File: src/rtl/fdiv_sched.sv
// Run-time controller for the lab clock divider: owns the active divisor,
// starts/stops the divided clock and swaps divisors only on period boundaries.
module fdiv_sched #(
   parameter int W           = 32,
   parameter int DIV_DEFAULT = 4,
   parameter int PCNT_W      = 16
) (
   input  logic              fin,
   input  logic              reset,
   input  logic              start,
   input  logic              stop,
   input  logic              cfg_valid,
   input  logic [W-1:0]      cfg_div,
   output logic              cfg_ready,
   output logic              cfg_err,
   output logic              fout,
   output logic              tick,
   output logic              running,
   output logic [W-1:0]      div_act,
   output logic [PCNT_W-1:0] periods
);

   typedef enum logic [1:0] {
      IDLE  = 2'd0,
      RUN   = 2'd1,
      DRAIN = 2'd2
   } state_t;

   state_t              state_reg;
   logic [W-1:0]        cnt_reg;
   logic [W-1:0]        div_act_reg;
   logic [W-1:0]        div_pend_reg;
   logic                pend_v_reg;
   logic                fout_reg;
   logic                tick_reg;
   logic                cfg_err_reg;
   logic [PCNT_W-1:0]   periods_reg;

   logic                accept;
   logic                div_ok;
   logic                wrap;
   logic [W-1:0]        half_div;

   assign cfg_ready = !pend_v_reg && (state_reg != DRAIN);
   assign accept    = cfg_valid && cfg_ready;
   assign div_ok    = (cfg_div >= W'(2));
   assign wrap      = (cnt_reg == div_act_reg);
   assign half_div  = div_act_reg >> 1;

   assign running = (state_reg != IDLE);
   assign cfg_err = cfg_err_reg;
   assign fout    = fout_reg;
   assign tick    = tick_reg;
   assign div_act = div_act_reg;
   assign periods = periods_reg;

   always_ff @(posedge fin or negedge reset) begin
      if (!reset) begin
         state_reg    <= IDLE;
         cnt_reg      <= '0;
         div_act_reg  <= W'(DIV_DEFAULT);
         div_pend_reg <= '0;
         pend_v_reg   <= 1'b0;
         fout_reg     <= 1'b0;
         tick_reg     <= 1'b0;
         cfg_err_reg  <= 1'b0;
         periods_reg  <= '0;
      end else begin
         tick_reg <= 1'b0;
         if (accept)
            cfg_err_reg <= !div_ok;

         case (state_reg)
            IDLE: begin
               cnt_reg  <= '0;
               fout_reg <= 1'b0;
               if (accept && div_ok)
                  div_act_reg <= cfg_div;
               // stop has priority over a simultaneous start
               if (start && !stop) begin
                  state_reg   <= RUN;
                  cnt_reg     <= W'(1);
                  periods_reg <= '0;
               end
            end
            default: begin
               cnt_reg  <= wrap ? W'(1) : cnt_reg + W'(1);
               fout_reg <= (cnt_reg > half_div);
               tick_reg <= wrap;
               if (wrap && (periods_reg != {PCNT_W{1'b1}}))
                  periods_reg <= periods_reg + PCNT_W'(1);
               // wrap compare above used the old divisor; the new one starts at cnt=1
               if (wrap && pend_v_reg) begin
                  div_act_reg <= div_pend_reg;
                  pend_v_reg  <= 1'b0;
               end
               if ((state_reg == RUN) && accept && div_ok) begin
                  div_pend_reg <= cfg_div;
                  pend_v_reg   <= 1'b1;
               end
               if ((state_reg == RUN) && stop)
                  state_reg <= DRAIN;
               if ((state_reg == DRAIN) && wrap) begin
                  state_reg <= IDLE;
                  cnt_reg   <= '0;
                  fout_reg  <= 1'b0;
               end
            end
         endcase
      end
   end

endmodule

File: config.mk
export PLATFORM = sky130hd
export DESIGN_NAME = fdiv_sched
export DESIGN_NICKNAME = d
export VERILOG_FILES = /design/src/rtl/fdiv_sched.sv
export SDC_FILE = /design/constraint.sdc
export NUM_CORES = 1
export LEC_CHECK = 0
export CORE_UTILIZATION = 55
export CTS_CLUSTER_SIZE = 30
export DETAILED_ROUTE_END_ITERATION = 16
export PLACE_DENSITY_LB_ADDON = 0.25
export SLEW_MARGIN = 20
export SYNTH_ARGS = -nofsm -noshare
export SYNTH_HDL_FRONTEND = slang
export SYNTH_SLANG_ARGS = --single-unit
File: constraint.sdc
create_clock -name fin -period 4.96 [get_ports fin]
set_clock_uncertainty 0.2 [all_clocks]
set_input_delay 0.992 -clock fin [delete_from_list [all_inputs] [get_ports fin]]
set_output_delay 0.992 -clock fin [all_outputs]
set_load 0.005 [all_outputs]
* Word level (Yosys, flattened, before mapping) *
Index checks and enable logic that the tools add are counted.

word-level totals
  register bits = 118
  input bits = 37
  output and inout port bits = 53
  word-level logic and storage cells = 64

operators by class
  add/subtract/negate cells = 2
  $lt $le $gt $ge = 2
  equal/unequal tests = 7
  mux-type cells = 19
  bitwise operators = 1
  reduce and logical (&&, ||, !) cells = 24

operator list
  operator                                               count
  two-way mux 32 bit                                     6
  two-way mux 16 bit                                     3
  adder 32 x 1 -> 32 bit (second input constant)         1
  == test 32 bit                                         1
  >= comparator 32 x 2 -> 1 bit (second input constant)  1
  greater-than comparator 32 x 31 -> 1 bit               1
  adder 16 x 1 -> 16 bit (second input constant)         1
  != test 16 bit (second input constant)                 1
  logical AND 1 bit                                      10
  AND reduction 2 bit                                    5
  two-way mux 2 bit                                      4
  nonzero test 2 bit                                     4
  two-way mux 1 bit                                      6
  != test 2 bit (second input constant)                  3
  zero test 1 bit                                        3
  nonzero test 3 bit                                     1
  == test 2 x 1 -> 1 bit (second input constant)         1
  == test 2 bit (second input constant)                  1
  zero test 2 bit                                        1
  inverter 1 bit                                         1

* Depth between registers and ports, before layout *
  depth after elaboration = 7
  mapped depth = 9

* Least setup slack after synthesis *
No wires, ideal clock.

  path kind = in2reg
  start point = input port cfg_div[22]
  end point = register div_pend_reg[10]
  arrival = 2413 ps
  slack = 2222 ps
  stages = 7
  path buffers = 2
  cells stage by stage = nor4_1 > nand4_1 > nor2_1 > or4_1 > clkbuf_1 > buf_2 > mux2_2

on the way
  cells in the longest elaborated chain, start to end = 3

RTL lines
  item                                  RTL line  RTL
  start: declaration                    13        input logic [W-1:0] cfg_div,
  >= comparator 32 x 2 -> 1 bit         46        assign div_ok = (cfg_div >= W'(2));
  logical AND 1 bit                     97        if ((state_reg == RUN) && accept && div_ok) begin
  AND reduction 2 bit (no source line)  --
  end signal: assignment                98        div_pend_reg <= cfg_div;
  end: declaration                      32        logic [W-1:0] div_pend_reg;

No other way between the ends.
A chain may end at the register's enable or synchronous reset.

* Worst setup path in the final report *
  start point = input port cfg_div[14]
  end point = register div_act_reg[28] (netlist: div_act[28])

on the way
  cells in the longest elaborated chain, start to end = 4

RTL lines
  item                                  RTL line  RTL
  >= comparator 32 x 2 -> 1 bit         46
  logical AND 1 bit                     77        if (accept && div_ok)
  != test 2 bit (no source line)        --
  AND reduction 2 bit (no source line)  --
  end signal: assignment                61        div_act_reg <= W'(DIV_DEFAULT);
  end signal: assignment                78        div_act_reg <= cfg_div;
  end signal: assignment                94        div_act_reg <= div_pend_reg;
  end: declaration                      31        logic [W-1:0] div_act_reg;

No other way between the ends.

==> reports/results.ini <==
[setup_path]
cp_max_fo = 17
slowest_stage = o32ai_4
critPathRequiredTime_ns = 5.09
crit_arrival_ns = 3.42
crit_path_end_kind = register
slowest_delay_ns = 0.89
worst_setup_path_start_kind = input port
crit_chain = clkdlybuf4s50_1 > nor3_1 > nand4_1 > nor2_1 > o32ai_4 > buf_4 > mux2i_1
worstSetupPathType = input port to register

[die]
dieArea_um2 = 12400
io_pins = 90
row_count = 39
core_area_um2 = 11600
die_w_um = 111
die-height_um = 111
start_util_pct = 57.0

[pwr]
switching_share_pct = 35.0
peakVddDrop_uv = 247
powerDensity_nw_per_um2 = 510
clock_power_share_pct = 27.8
leakage_uw = 0.00367
comb_power_share_pct = 36.2
pwr-share-seq_pct = 36.0
intPower_uw = 2710
switching_power_uw = 1460

[route]
wl_mm = 16.2
ant_nets = 0
dr.pass1.iters = 13
vias = 5114
route.detailed.drc = 8
drt_iter0_markers = 328
via_per_inst = 5.86
route.detailed.wl_per_inst_um = 18.6

[logic_synthesis]
synth_largest_area_cell = dfrtp_1
yosysMostFrequentCell = dfrtp_1
synth_warnings = 0
async_reset_ff_share_pct = 100
ys.flop_type = dfrtp_1
synth.distinct_cells = 54
synth_area_leaders = dfrtp_1, mux2i_1, ha_1
synth_cells = 621
yosys-top-cells-count = dfrtp_1, mux2i_1, nor2_1
syn_area_per_cell_um2 = 10.6
ys_ff_latch = 118
synth_top_area_share_pct = 44.4
synth_area_um2 = 6590
yosysSeqAreaShare_pct = 44.8
synth_edf_count = 0
syn_nets = 691

[hold_path]
worstHoldPathType = register to register

[clock_tree]
cts_setup_buffers = 0
postCtsHoldBufs = 0
cts_buffer_depth = 2
cts_made_buffers = 17
cts-htree-levels = 4
tritoncts = yes
insertion_delay_ns = 0.42
cts-root-buf = clkbuf_16
cts_sinks = 118
cts_resized = 0
clk_pin_slew_ns = 0.05

[placed_design]
gp_congestion = 0.903
placed_area_um2 = 7620
place_ws_ns = 1.23
hpwl_mm = 12.0
io_buffers = 89

[timing]
slew_headroom_pct = 30.9
hold_slack_ns = 0.288
setup_viol = 0
fmax_mhz = 304
rsz0062_at_grt = false
slew_violations = 0
fin_crit_ns = 3.29
worstMarginPinSlew_ns = 1.04
finalCritPeriodShare_pct = 66.4
layout_setup_ws_ns = 1.67
hold_violations = 0
tns_ns = 0

[global_route]
grt_pass1_vias = 5392
grt_overflow = 0
antenna_found_initial = 0
grtUsageTotal_pct = 28.0
grt_start_max_net_pins = 52
grt_pass1_wl_mm = 27.1

[cells_and_area]
layout-drive-gt1-share_pct = 11.0
n_antenna_cell = 0
fin_area_um2 = 8180
areaGrowthSynthToFinish_pct = 24.0
fin_nets = 787

[outcome]
violations = design-rule violations
outcome = finished, violations left

[run]
cap_violations = 0

[per-stage QoR]
| stage | std cells | power, uW | utilization [%] |
|---|---|---|---|
| 2_1_floorplan | 621 | 2330 | - |
| 3_3_place_gp | 841 | 2940 | 65.9 |
| 3_5_place_dp | 841 | 3010 | 65.9 |
| 4_1_cts | 873 | 4180 | 70.7 |
| 5_1_grt | 873 | 4410 | 70.7 |
| 6_report | 873 | 4170 | 70.7 |
[power groups by stage]
stage | logic [uW] | clock network, uW | registers (uW)
2_1_floorplan | 900 | 0 | 1430
3_3_place_gp | 1460 | 0 | 1490
3_5_place_dp | 1500 | 0 | 1500
4_1_cts | 1510 | 1170 | 1490
5_1_grt | 1660 | 1220 | 1530
6_report | 1510 | 1160 | 1500
[area by class of cell]
| type | count | area [um2] |
|---|---|---|
| multi-input combinational | 444 | 3410 |
| fill | 885 | 3390 |
| sequential | 118 | 2950 |
| timing repair buffer | 95 | 933 |
| clock buffer | 20 | 437 |
| tap | 143 | 179 |
| inverter | 41 | 154 |
| clock inverter | 12 | 113 |
[cell usage in the layout, fill, tap and decap left out, types with 4 or more instances in the layout]
cell,count
nor4_2,4
nor2_1,60
mux2_1,9
nand2_1,30
mux2i_1,64
inv_1,40
dfrtp_1,117
clkinv_2,9
xor2_1,45
nand4_1,23
xnor2_1,20
clkbuf_16,17
o21ai_0,9
or4_1,9
nor4_1,17
nand3_1,24
ha_1,33
clkdlybuf4s50_1,88
nor3_1,7
and3_1,6
a21oi_1,16
mux2_2,26
buf_4,7
[path summary, 6_finish.rpt]
path	end	cells past startpoint	slack, ns	start
max	div_act[28]	7	1.67	cfg_div[14]
min	div_pend_reg[28]	1	0.29	div_pend_reg[28]
max reg2reg	div_act[28]	7	1.83	cnt_reg[19]
min reg2reg	div_pend_reg[28]	1	0.29	div_pend_reg[28]
max in group asynchronous	div_pend_reg[9]	2	3.24	reset
min in group asynchronous	div_act[25]	1	0.40	reset
[per-layer routing]
layer | GRT usage [%] | wire length (um)
met2 | 47.3 | 8030
met5 | 0 | 0
met1 | 34.6 | 7030
met4 | 12.4 | 452
met3 | 6.10 | 699
[kinds of logic (layout without fill, tap and decap cells)]
group | after synthesis | in the layout | synth area share [%]
adder cells (fa/ha/maj) | 33 | 33 | 6.26
XOR/XNOR | 65 | 65 | 8.64
flip-flops | 118 | 118 | 44.8
multiplexers | 99 | 99 | 15.7
buffers and inverters | 59 | 168 | 3.87
AO/OA/AOI/OAI | 48 | 48 | 4.86
AND/OR/NAND/NOR | 199 | 199 | 15.9
[worst max-delay path, delay by kind of cell]
kind	cells	cell delay (ns)
buffers and inverters	2	0.93
AO/OA/AOI/OAI	1	0.89
AND/OR/NAND/NOR	3	0.34
multiplexers	1	0.25
Note: power is estimated with default switching activity, not from simulation.
